## src/rtl/norm_round_if.sv

```systemverilog
// norm_round_if: valid/ready handshake and data bundle around norm_round_stage.
// The slave modport is the stage's view; the master modport is the producer/consumer view.
interface norm_round_if #(
  parameter int EXP_W = 10
) ();
  logic             in_valid;
  logic             in_ready;
  logic             frac_inter_h_s;
  logic [74:0]      frac_inter;
  logic [EXP_W-1:0] exp_inter;
  logic             sign_inter;
  logic [1:0]       rnd_mode;
  logic             out_valid;
  logic             out_ready;
  logic [31:0]      result;
  logic [2:0]       flags;

  modport master (
    output in_valid, frac_inter_h_s, frac_inter, exp_inter, sign_inter, rnd_mode, out_ready,
    input  in_ready, out_valid, result, flags
  );

  modport slave (
    input  in_valid, frac_inter_h_s, frac_inter, exp_inter, sign_inter, rnd_mode, out_ready,
    output in_ready, out_valid, result, flags
  );
endinterface

```

## src/rtl/norm_round_stage.sv

```systemverilog
// norm_round_stage: normalizes a 75-bit add-stage magnitude, rounds it to IEEE-754 single and packs it.
// Two-stage valid/ready pipeline; macro NORM_ROUND_FLAGS_EN builds the {overflow, underflow, inexact} flags.
module norm_round_stage #(
  parameter int EXP_W = 10
) (
  input  logic        clk,
  input  logic        rst_n,
  norm_round_if.slave bus
);

  localparam logic [1:0] RM_RNE = 2'b00;
  localparam logic [1:0] RM_RTZ = 2'b01;
  localparam logic [1:0] RM_RUP = 2'b10;
  localparam logic [1:0] RM_RDN = 2'b11;

  logic                  s2_accept_s;
  logic                  in_ready_s;
  logic                  ld1_s;
  logic                  ld2_s;
  logic [6:0]            lzc_s;

  logic                  s1_v_q, s1_v_d;
  logic [73:0]           sh_q, sh_d;
  logic signed [EXP_W:0] exp_n_q, exp_n_d;
  logic                  s_q, s_d;
  logic                  zero_q, zero_d;
  logic [1:0]            rm_q, rm_d;

  logic [22:0]           man_s;
  logic                  g_s, st_s, inc_s, carry_s, ovf_s, unf_s;
  logic [23:0]           man_inc_s;
  logic [EXP_W+1:0]      exp_r_s;
  logic [31:0]           pack_s;

  logic                  s2_v_q, s2_v_d;
  logic [31:0]           result_q, result_d;

  // Stage 2 frees its slot when empty or when its result leaves this cycle.
  always_comb begin
    s2_accept_s = !s2_v_q || bus.out_ready;
    in_ready_s  = !s1_v_q || s2_accept_s;
    ld1_s       = in_ready_s && bus.in_valid;
    ld2_s       = s2_accept_s && s1_v_q;
  end

  assign bus.in_ready  = in_ready_s;
  assign bus.out_valid = s2_v_q;
  assign bus.result    = result_q;

  // Stage 1: leading-zero count, normalizing shift and exponent adjust.
  always_comb begin
    lzc_s = 7'd75;
    for (int i = 0; i < 75; i++) begin
      lzc_s = bus.frac_inter[i] ? 7'(74 - i) : lzc_s;
    end
    s1_v_d  = s1_v_q;
    sh_d    = sh_q;
    exp_n_d = exp_n_q;
    s_d     = s_q;
    zero_d  = zero_q;
    rm_d    = rm_q;
    if (ld1_s) begin
      s1_v_d  = 1'b1;
      sh_d    = 74'(bus.frac_inter << lzc_s);
      exp_n_d = {bus.exp_inter[EXP_W-1], bus.exp_inter} + (EXP_W+1)'(1) - (EXP_W+1)'(lzc_s);
      s_d     = bus.sign_inter ^ bus.frac_inter_h_s;
      zero_d  = (lzc_s == 7'd75);
      rm_d    = bus.rnd_mode;
    end else begin
      s1_v_d  = in_ready_s ? 1'b0 : s1_v_q;
    end
  end

  // Stage 2: round, detect range limits and pack.
  always_comb begin
    man_s = sh_q[73:51];
    g_s   = sh_q[50];
    st_s  = |sh_q[49:0];
    case (rm_q)
      RM_RNE:  inc_s = g_s & (st_s | man_s[0]);
      RM_RTZ:  inc_s = 1'b0;
      RM_RUP:  inc_s = ~s_q & (g_s | st_s);
      RM_RDN:  inc_s = s_q & (g_s | st_s);
      default: inc_s = 1'b0;
    endcase
    man_inc_s = {1'b0, man_s} + {23'd0, inc_s};
    carry_s   = man_inc_s[23];
    exp_r_s   = {exp_n_q[EXP_W], exp_n_q} + {{(EXP_W+1){1'b0}}, carry_s};
    ovf_s     = !exp_r_s[EXP_W+1] && (exp_r_s >= (EXP_W+2)'(255));
    unf_s     = exp_r_s[EXP_W+1] || (exp_r_s == (EXP_W+2)'(0));
    if (zero_q) begin
      pack_s = {rm_q == RM_RDN, 31'd0};
    end else if (ovf_s) begin
      case (rm_q)
        RM_RNE:  pack_s = {s_q, 31'h7F800000};
        RM_RTZ:  pack_s = {s_q, 31'h7F7FFFFF};
        RM_RUP:  pack_s = s_q ? 32'hFF7FFFFF : 32'h7F800000;
        RM_RDN:  pack_s = s_q ? 32'hFF800000 : 32'h7F7FFFFF;
        default: pack_s = {s_q, 31'h7F800000};
      endcase
    end else if (unf_s) begin
      pack_s = {s_q, 31'd0};
    end else begin
      pack_s = {s_q, exp_r_s[7:0], man_inc_s[22:0]};
    end
    s2_v_d   = s2_accept_s ? s1_v_q : s2_v_q;
    result_d = ld2_s ? pack_s : result_q;
  end

  // Pipeline registers; reset discards any beats in flight.
  always_ff @(posedge clk or negedge rst_n) begin
    if (!rst_n) begin
      s1_v_q   <= 1'b0;
      sh_q     <= 74'd0;
      exp_n_q  <= (EXP_W+1)'(0);
      s_q      <= 1'b0;
      zero_q   <= 1'b0;
      rm_q     <= 2'b00;
      s2_v_q   <= 1'b0;
      result_q <= 32'd0;
    end else begin
      s1_v_q   <= s1_v_d;
      sh_q     <= sh_d;
      exp_n_q  <= exp_n_d;
      s_q      <= s_d;
      zero_q   <= zero_d;
      rm_q     <= rm_d;
      s2_v_q   <= s2_v_d;
      result_q <= result_d;
    end
  end

`ifdef NORM_ROUND_FLAGS_EN
  logic [2:0] flags_q, flags_d;
  logic [2:0] flags_s;

  // Flags follow the same priority as the packed result: zero, overflow, underflow, normal.
  always_comb begin
    if (zero_q) begin
      flags_s = 3'b000;
    end else if (ovf_s) begin
      flags_s = 3'b101;
    end else if (unf_s) begin
      flags_s = 3'b011;
    end else begin
      flags_s = {2'b00, g_s | st_s};
    end
    flags_d = ld2_s ? flags_s : flags_q;
  end

  // Flags register travels with result_q.
  always_ff @(posedge clk or negedge rst_n) begin
    if (!rst_n) begin
      flags_q <= 3'b000;
    end else begin
      flags_q <= flags_d;
    end
  end

  assign bus.flags = flags_q;
`else
  assign bus.flags = 3'b000;
`endif

endmodule

```

## src/flat_wrapper.sv

```systemverilog
// flat-port wrapper written by rule: the top's interface ports become plain ports
module norm_round_stage_flat 
#(
  parameter int EXP_W = 10
)
  (clk, rst_n, bus_in_valid, bus_frac_inter_h_s, bus_frac_inter, bus_exp_inter, bus_sign_inter, bus_rnd_mode, bus_out_ready, bus_in_ready, bus_out_valid, bus_result, bus_flags);
  norm_round_if #(.EXP_W(EXP_W)) bus_i ();
  input  logic clk;
  input  logic rst_n;
  input wire logic [$bits(bus_i.in_valid)-1:0] bus_in_valid;
  input wire logic [$bits(bus_i.frac_inter_h_s)-1:0] bus_frac_inter_h_s;
  input wire logic [$bits(bus_i.frac_inter)-1:0] bus_frac_inter;
  input wire logic [$bits(bus_i.exp_inter)-1:0] bus_exp_inter;
  input wire logic [$bits(bus_i.sign_inter)-1:0] bus_sign_inter;
  input wire logic [$bits(bus_i.rnd_mode)-1:0] bus_rnd_mode;
  input wire logic [$bits(bus_i.out_ready)-1:0] bus_out_ready;
  output wire logic [$bits(bus_i.in_ready)-1:0] bus_in_ready;
  output wire logic [$bits(bus_i.out_valid)-1:0] bus_out_valid;
  output wire logic [$bits(bus_i.result)-1:0] bus_result;
  output wire logic [$bits(bus_i.flags)-1:0] bus_flags;
  assign bus_i.in_valid = bus_in_valid;
  assign bus_i.frac_inter_h_s = bus_frac_inter_h_s;
  assign bus_i.frac_inter = bus_frac_inter;
  assign bus_i.exp_inter = bus_exp_inter;
  assign bus_i.sign_inter = bus_sign_inter;
  assign bus_i.rnd_mode = bus_rnd_mode;
  assign bus_i.out_ready = bus_out_ready;
  assign bus_in_ready = bus_i.in_ready;
  assign bus_out_valid = bus_i.out_valid;
  assign bus_result = bus_i.result;
  assign bus_flags = bus_i.flags;
  norm_round_stage #(.EXP_W(EXP_W)) u_core (.clk(clk), .rst_n(rst_n), .bus(bus_i));
endmodule
```

## config.mk

```make
export PLATFORM = sky130hd
export DESIGN_NAME = norm_round_stage_flat
export DESIGN_NICKNAME = d
export VERILOG_FILES = /design/src/rtl/norm_round_if.sv /design/src/rtl/norm_round_stage.sv /design/src/flat_wrapper.sv
export SDC_FILE = /design/constraint.sdc
export NUM_CORES = 1
export LEC_CHECK = 0
export CAP_MARGIN = 20
export CELL_PAD_IN_SITES_DETAIL_PLACEMENT = 1
export CELL_PAD_IN_SITES_GLOBAL_PLACEMENT = 1
export CORE_MARGIN = 1.5
export CORE_UTILIZATION = 51
export CTS_BUF_LIST = sky130_fd_sc_hd__clkbuf_4 sky130_fd_sc_hd__clkbuf_8
export CTS_CLUSTER_SIZE = 8
export DETAILED_ROUTE_END_ITERATION = 10
export DONT_BUFFER_PORTS = 1
export PLACE_DENSITY = 0.9
export REMOVE_ABC_BUFFERS = 1
export SLEW_MARGIN = 20
export SYNTH_ARGS = -nofsm -noshare
export SYNTH_HDL_FRONTEND = slang
export SYNTH_SLANG_ARGS = --single-unit
```

## constraint.sdc

```tcl
create_clock -name clk -period 6.68 [get_ports clk]
set_input_delay 1.336 -clock clk [delete_from_list [all_inputs] [get_ports clk]]
set_output_delay 1.336 -clock clk [all_outputs]
set_load 0.02 [all_outputs]
```

# Yosys cells after proc, flatten, opt, wreduce, memory -nomap -nowiden
# Cells that the tools add are included.
# Widths: inputs -> output; s select.
# classes
n_addsub	4
n_lt_le_gt_ge	1
eq_ne	4
n_shift	1
mux	84
bitwise_logic	7
n_reduce_logical	13
# op_table
op	n
$mux 7	74
$mux 32	4
$pmux 32 s4	1
$shl 75x7->74	1
$reduce_or 50->1	1
$mux 31	1
$add 23x1->24	1
$add 11x2->12	1
$ge 12x8->1 const B	1
$logic_not 12->1	1
$add 10x2->11 const B	1
$sub 11x7->11	1
$eq 7x7->1 const B	1
$eq 2x2->1 const B	2
$pmux 1 s4	1
$and 1x1->1	3
$logic_and 1x1->1	3
$logic_not 1->1	3
$logic_or 1x1->1	3
$mux 1	3
$eq 2x1->1 const B	1
$logic_not 2->1	1
$or 1x1->1	2
$reduce_bool 2->1	1
other kinds (2)	2
# word_totals
reg_bits	123
inputBits	93
output_inout_bits	37
elab_cells	122

# Depth between registers and ports, before layout
# logic_depth
word_depth	76
depth_mapped	27
ltp_nobuf	26

# Worst setup path after synthesis
# Ideal clock, no wire load.
# synth_timing
kind	input to register
from	input bus_frac_inter[40]
to	register u_core.exp_n_q[9]
t_arrival_ps	5143
required_time_ps	6597
setup_slack_ps	1454
cell_stages	24
cell_sequence	clkbuf_2 o31ai_1 a2111o_1 a211o_1 a31o_1 buf_6 inv_4 buf_6 buf_4 buf_4 ha_1 inv_1 ha_1 inv_1 fa_1 inv_1 a21oi_1 o21bai_1 a21oi_1 o21bai_1 a21o_1 a21oi_1 xor2_1 o21ai_0
# synth_between
elab_chain_cells	36
# synth_rtl
element	line	rtl
start: declaration	flat_wrapper.sv:12	input wire logic [$bits(bus_i.frac_inter)-1:0] bus_frac_inter;
$mux 7 (35 in series)	norm_round_stage.sv:54	lzc_s = bus.frac_inter[i] ? 7'(74 - i) : lzc_s;
$sub 11x7->11	norm_round_stage.sv:65	exp_n_d = {bus.exp_inter[EXP_W-1], bus.exp_inter} + (EXP_W+1)'(1) - (EXP_W+1)'(lzc_s);
end signal: assignment	norm_round_stage.sv:115	exp_n_q <= (EXP_W+1)'(0);
end signal: assignment	norm_round_stage.sv:124	exp_n_q <= exp_n_d;
end: declaration	norm_round_stage.sv:24	logic signed [EXP_W:0] exp_n_q, exp_n_d;
# Every way passes these cells.
# A chain may end at the register's enable or synchronous reset.

# Worst setup path after layout
# layout_timing
from	register u_core.sh_q[44]
to	register u_core.result_q[31] (netlist: u_core.bus.result[31])
# layout_between
elab_chain_cells	10
word_cells_on_any_way	14
# layout_rtl
element	line	rtl
start: declaration	norm_round_stage.sv:23	logic [73:0] sh_q, sh_d;
start signal: assignment	norm_round_stage.sv:114	sh_q <= 74'd0;
start signal: assignment	norm_round_stage.sv:123	sh_q <= sh_d;
$reduce_or 50->1 (*)	norm_round_stage.sv:78	st_s = |sh_q[49:0];
$or 1x1->1, on equally long branches	norm_round_stage.sv:82, norm_round_stage.sv:83, norm_round_stage.sv:80	
$and 1x1->1, on equally long branches	norm_round_stage.sv:83, norm_round_stage.sv:80, norm_round_stage.sv:82	
$pmux 1 s4 (*)	norm_round_stage.sv:79	case (rm_q)
$add 23x1->24 (*)	norm_round_stage.sv:86	man_inc_s = {1'b0, man_s} + {23'd0, inc_s};
$add 11x2->12 (*)	norm_round_stage.sv:88	exp_r_s = {exp_n_q[EXP_W], exp_n_q} + {{(EXP_W+1){1'b0}}, carry_s};
$ge 12x8->1 or $logic_not 1->1 (tied branches)	norm_round_stage.sv:89	ovf_s = !exp_r_s[EXP_W+1] && (exp_r_s >= (EXP_W+2)'(255));
$logic_and 1x1->1 (*)	norm_round_stage.sv:89	
$mux 32 (*)	norm_round_stage.sv:93	end else if (ovf_s) begin
$mux 32 (*)	norm_round_stage.sv:91	if (zero_q) begin
end signal: assignment	norm_round_stage.sv:129	result_q <= result_d;
end: declaration	norm_round_stage.sv:36	logic [31:0] result_q, result_d;
# Every way passes the cells marked *; elsewhere a longest branch is shown, timed or not.

==> flow_summary.ini <==
[floorplanning]
io_pins = 130
floorplan.die_area_um2 = 24730
design.core.area_um2 = 23400
die_width_um = 157.3
placementRows = 56
floorplan.die.height_um = 157.3
floorplan.initialDensity_pct = 51.86

[clocking]
cts.clk_slew.worst_paths_ns = 0.08
cts_tree = done
clock_latency_ns = 0.47
cts_root_buffer = clkbuf_8
cts_htree_levels = 4
holdBufCountCts = 0
clock_tree.buffer_depth = 2
cts_made_buffers = 17
cts_sinks = 123

[logic_synthesis]
yosysWarningCount = 0
postSynthCellCount = 1473
fraction_of_registers_with_async_set_reset_pct = 100.0
ys_top_cells_by_area = dfrtp_1, mux2i_1, nand2_1, o21ai_0, nor2_1
post_synth.cell_area_avg_um2 = 8.239
synth_edf_count = 0
synth_area_um2 = 12140
portion_of_the_post_synthesis_area_used_by_sequential_elements_pct = 25.36
yosys.cell_types.count = 87
synthDominantAreaCellType = dfrtp_1
synth_flop_cell = dfrtp_1
synth.cells.most_frequent = mux2i_1, nand2_1, dfrtp_1, nor2_1, o21ai_0
synth_seq_cells = 123
synthDominantCellAreaShare_pct = 25.36
synth.most_common_cell = mux2i_1

[finish]
ff_latch_area_um2 = 3078
finalCoreUtilization_pct = 54.20
area_used_by_multi_input_combinational_logic_um2 = 8403
layout.filler_cells = 2843
post_route_cells_drive_above_1_share_pct = 8.438
antenna-diode-count = 0
area_delta_synth_final_pct = 4.505
layout.nets = 1537
final_cell_area_um2 = 12680

[setup_path]
critPathMaxFanout = 28
start_kind = flop
worstSetupEndpointType = flop
timing_worst_setup_path_type = flop to flop
path_delay_family = simple AND/OR/NAND/NOR gates
critical_path_buf_inv_count = 0
critical_path_top_delay_cell = nand2b_1
critPathArrivalTime_ns = 6.42
critPathMaxStageDelay_ns = 0.58
crit_required_ns = 7.01

[grt]
track_usage_pct = 41.45
grt_pass1_wl_um = 77580
grt_antenna_before_repair = 0
grt_start_max_net_pins = 124
grt-ovfl-total = 0
via_count_of_the_first_global_routing_pass = 13110

[timing]
max_slew_margin_pct = 19.59
fin_ws_ns = 0.5835
timing_worst_slew_pin_value_ns = 1.187
setup_viol = 0
hold_violations = 0
drv_slew = 0
fin_worst_skew_ns = 0.01834
finalSetupTns_ns = 0
timing.fmax_mhz = 164.0
min_period_over_period_pct = 91.26
rsz0062_at_grt = no
layout_min_cycle_time_ns = 6.096

[placed_design]
dpl_cell_area_um2 = 12220
dp_worst_setup_slack_ns = 0.5253
placement.io_buffers = 0
final_replace_weighted_congestion = 1.035
hpwl_um = 37630

[drt]
post_detailed_route_via_to_cell_ratio = 7.324
route.layer.met1.wl_um = 20060
via_count = 12840
dr.max_layer_used = met4
routed_wl_um = 51040
met3WireLength_um = 5173
ant_nets = 0
mean_routed_wirelength_per_cell_um = 29.11
drc = 0
first_pass_iters = 5
met2_length_um = 22510
dr.first_iter.drc_count = 1765

[min_path]
hold_path.class = flop to flop

[power_and_ir_drop]
worst_ir_drop_vdd_mv = 0.1337
p_per_area_nw_per_um2 = 226.3
p_leak_nw = 5.518
finalPower_mw = 2.870

[run_status]
run_status = completed

[flow_run]
drv_cap = 0
layout by cell type, fill, tap and decap left out, types with 13 or more instances in the layout:
| master | instances |
|---|---|
| a211oi_1 | 13 |
| a21oi_1 | 70 |
| a221oi_1 | 23 |
| a22o_1 | 36 |
| a22oi_1 | 33 |
| a31oi_1 | 14 |
| and3_1 | 17 |
| buf_4 | 25 |
| clkbuf_8 | 18 |
| dfrtp_1 | 123 |
| ha_1 | 22 |
| inv_1 | 36 |
| mux2_2 | 23 |
| mux2i_1 | 205 |
| nand2_1 | 153 |
| nand3_1 | 57 |
| nor2_1 | 118 |
| nor2b_1 | 15 |
| nor3_1 | 27 |
| nor4_1 | 29 |
| o211ai_1 | 21 |
| o21ai_0 | 104 |
| xnor2_1 | 20 |
| xor2_1 | 16 |
routing by layer:
metal	up-vias	GRT usage [%]
met3	203	9.526
met1	6295	52.92
met5	-	0
li1	5469	-
met2	872	63.25
met4	0	25.92
final timing paths:
kind	end	from	slack [ns]	cells past startpoint
setup / recovery	u_core.bus.result[31]$_DFFE_PN0P_	u_core.sh_q[44]$_DFFE_PN0P_	0.58	25
hold / removal	u_core.sh_q[12]$_DFFE_PN0P_	u_core.sh_q[12]$_DFFE_PN0P_	0.50	2
setup reg to reg	u_core.bus.result[31]$_DFFE_PN0P_	u_core.sh_q[44]$_DFFE_PN0P_	0.58	25
hold reg to reg	u_core.sh_q[12]$_DFFE_PN0P_	u_core.sh_q[12]$_DFFE_PN0P_	0.50	2
max in group asynchronous	u_core.sh_q[56]$_DFFE_PN0P_	rst_n	5.96	0
min in group asynchronous	u_core.exp_n_q[9]$_DFFE_PN0P_	rst_n	0.55	0
area by class of cell:
class                   count  area share (%)
clock inverters            12           1.499
clock buffers              20           2.072
multi-input cells        1212           66.25
inverters                  42           1.282
flip-flops and latches    123           24.27
well taps                 319           3.147
repair buffers             25           1.480
worst min-delay path, delay by kind of cell (launching register included):
kind	cells	cell delay [ns]
flip-flops	1	0.35
AND/OR/NAND/NOR	1	0.05
AO/OA/AOI/OAI	1	0.06
report_power, final:
part	switching (mW)	internal, mW	total, mW
combinational	0.576	0.351	0.927
clock	0.347	0.430	0.776
sequential	0.252	0.914	1.17
total	1.17	1.70	2.87
metrics by stage:
stage	hold slack, ns	std cells
2_1_floorplan	0.4502	1377
3_3_place_gp	0.4627	1721
3_5_place_dp	0.4734	1721
4_1_cts	0.4995	1753
5_1_grt	0.5333	1753
6_report	0.4953	1753
state kept, by name (all words and copies together), names as in the netlist:
signal	cells
u_core.bus.out_valid	1
u_core.bus.result	32
u_core.exp_n_q	11
u_core.rm_q	2
u_core.s1_v_q	1
u_core.s_q	1
u_core.sh_q	74
u_core.zero_q	1
what timing repair did:
| item | in CTS | in global routing |
|---|---|---|
| setup buffers | 0 | 0 |
| setup endpoints to repair | 0 | 24 |
| gates resized for setup | 0 | 2 |
logic make-up after synthesis:
kind of cell	Yosys count	synth area share [%]
flip-flops	123	25.36
AO/OA/AOI/OAI	439	25.08
other	1	0.03090
AND/OR/NAND/NOR	475	18.37
XOR/XNOR	36	2.598
adder cells (fa/ha/maj)	23	2.433
multiplexers	236	20.39
buffers and inverters	140	5.732
No activity file was read; power rests on OpenSTA's default activity.
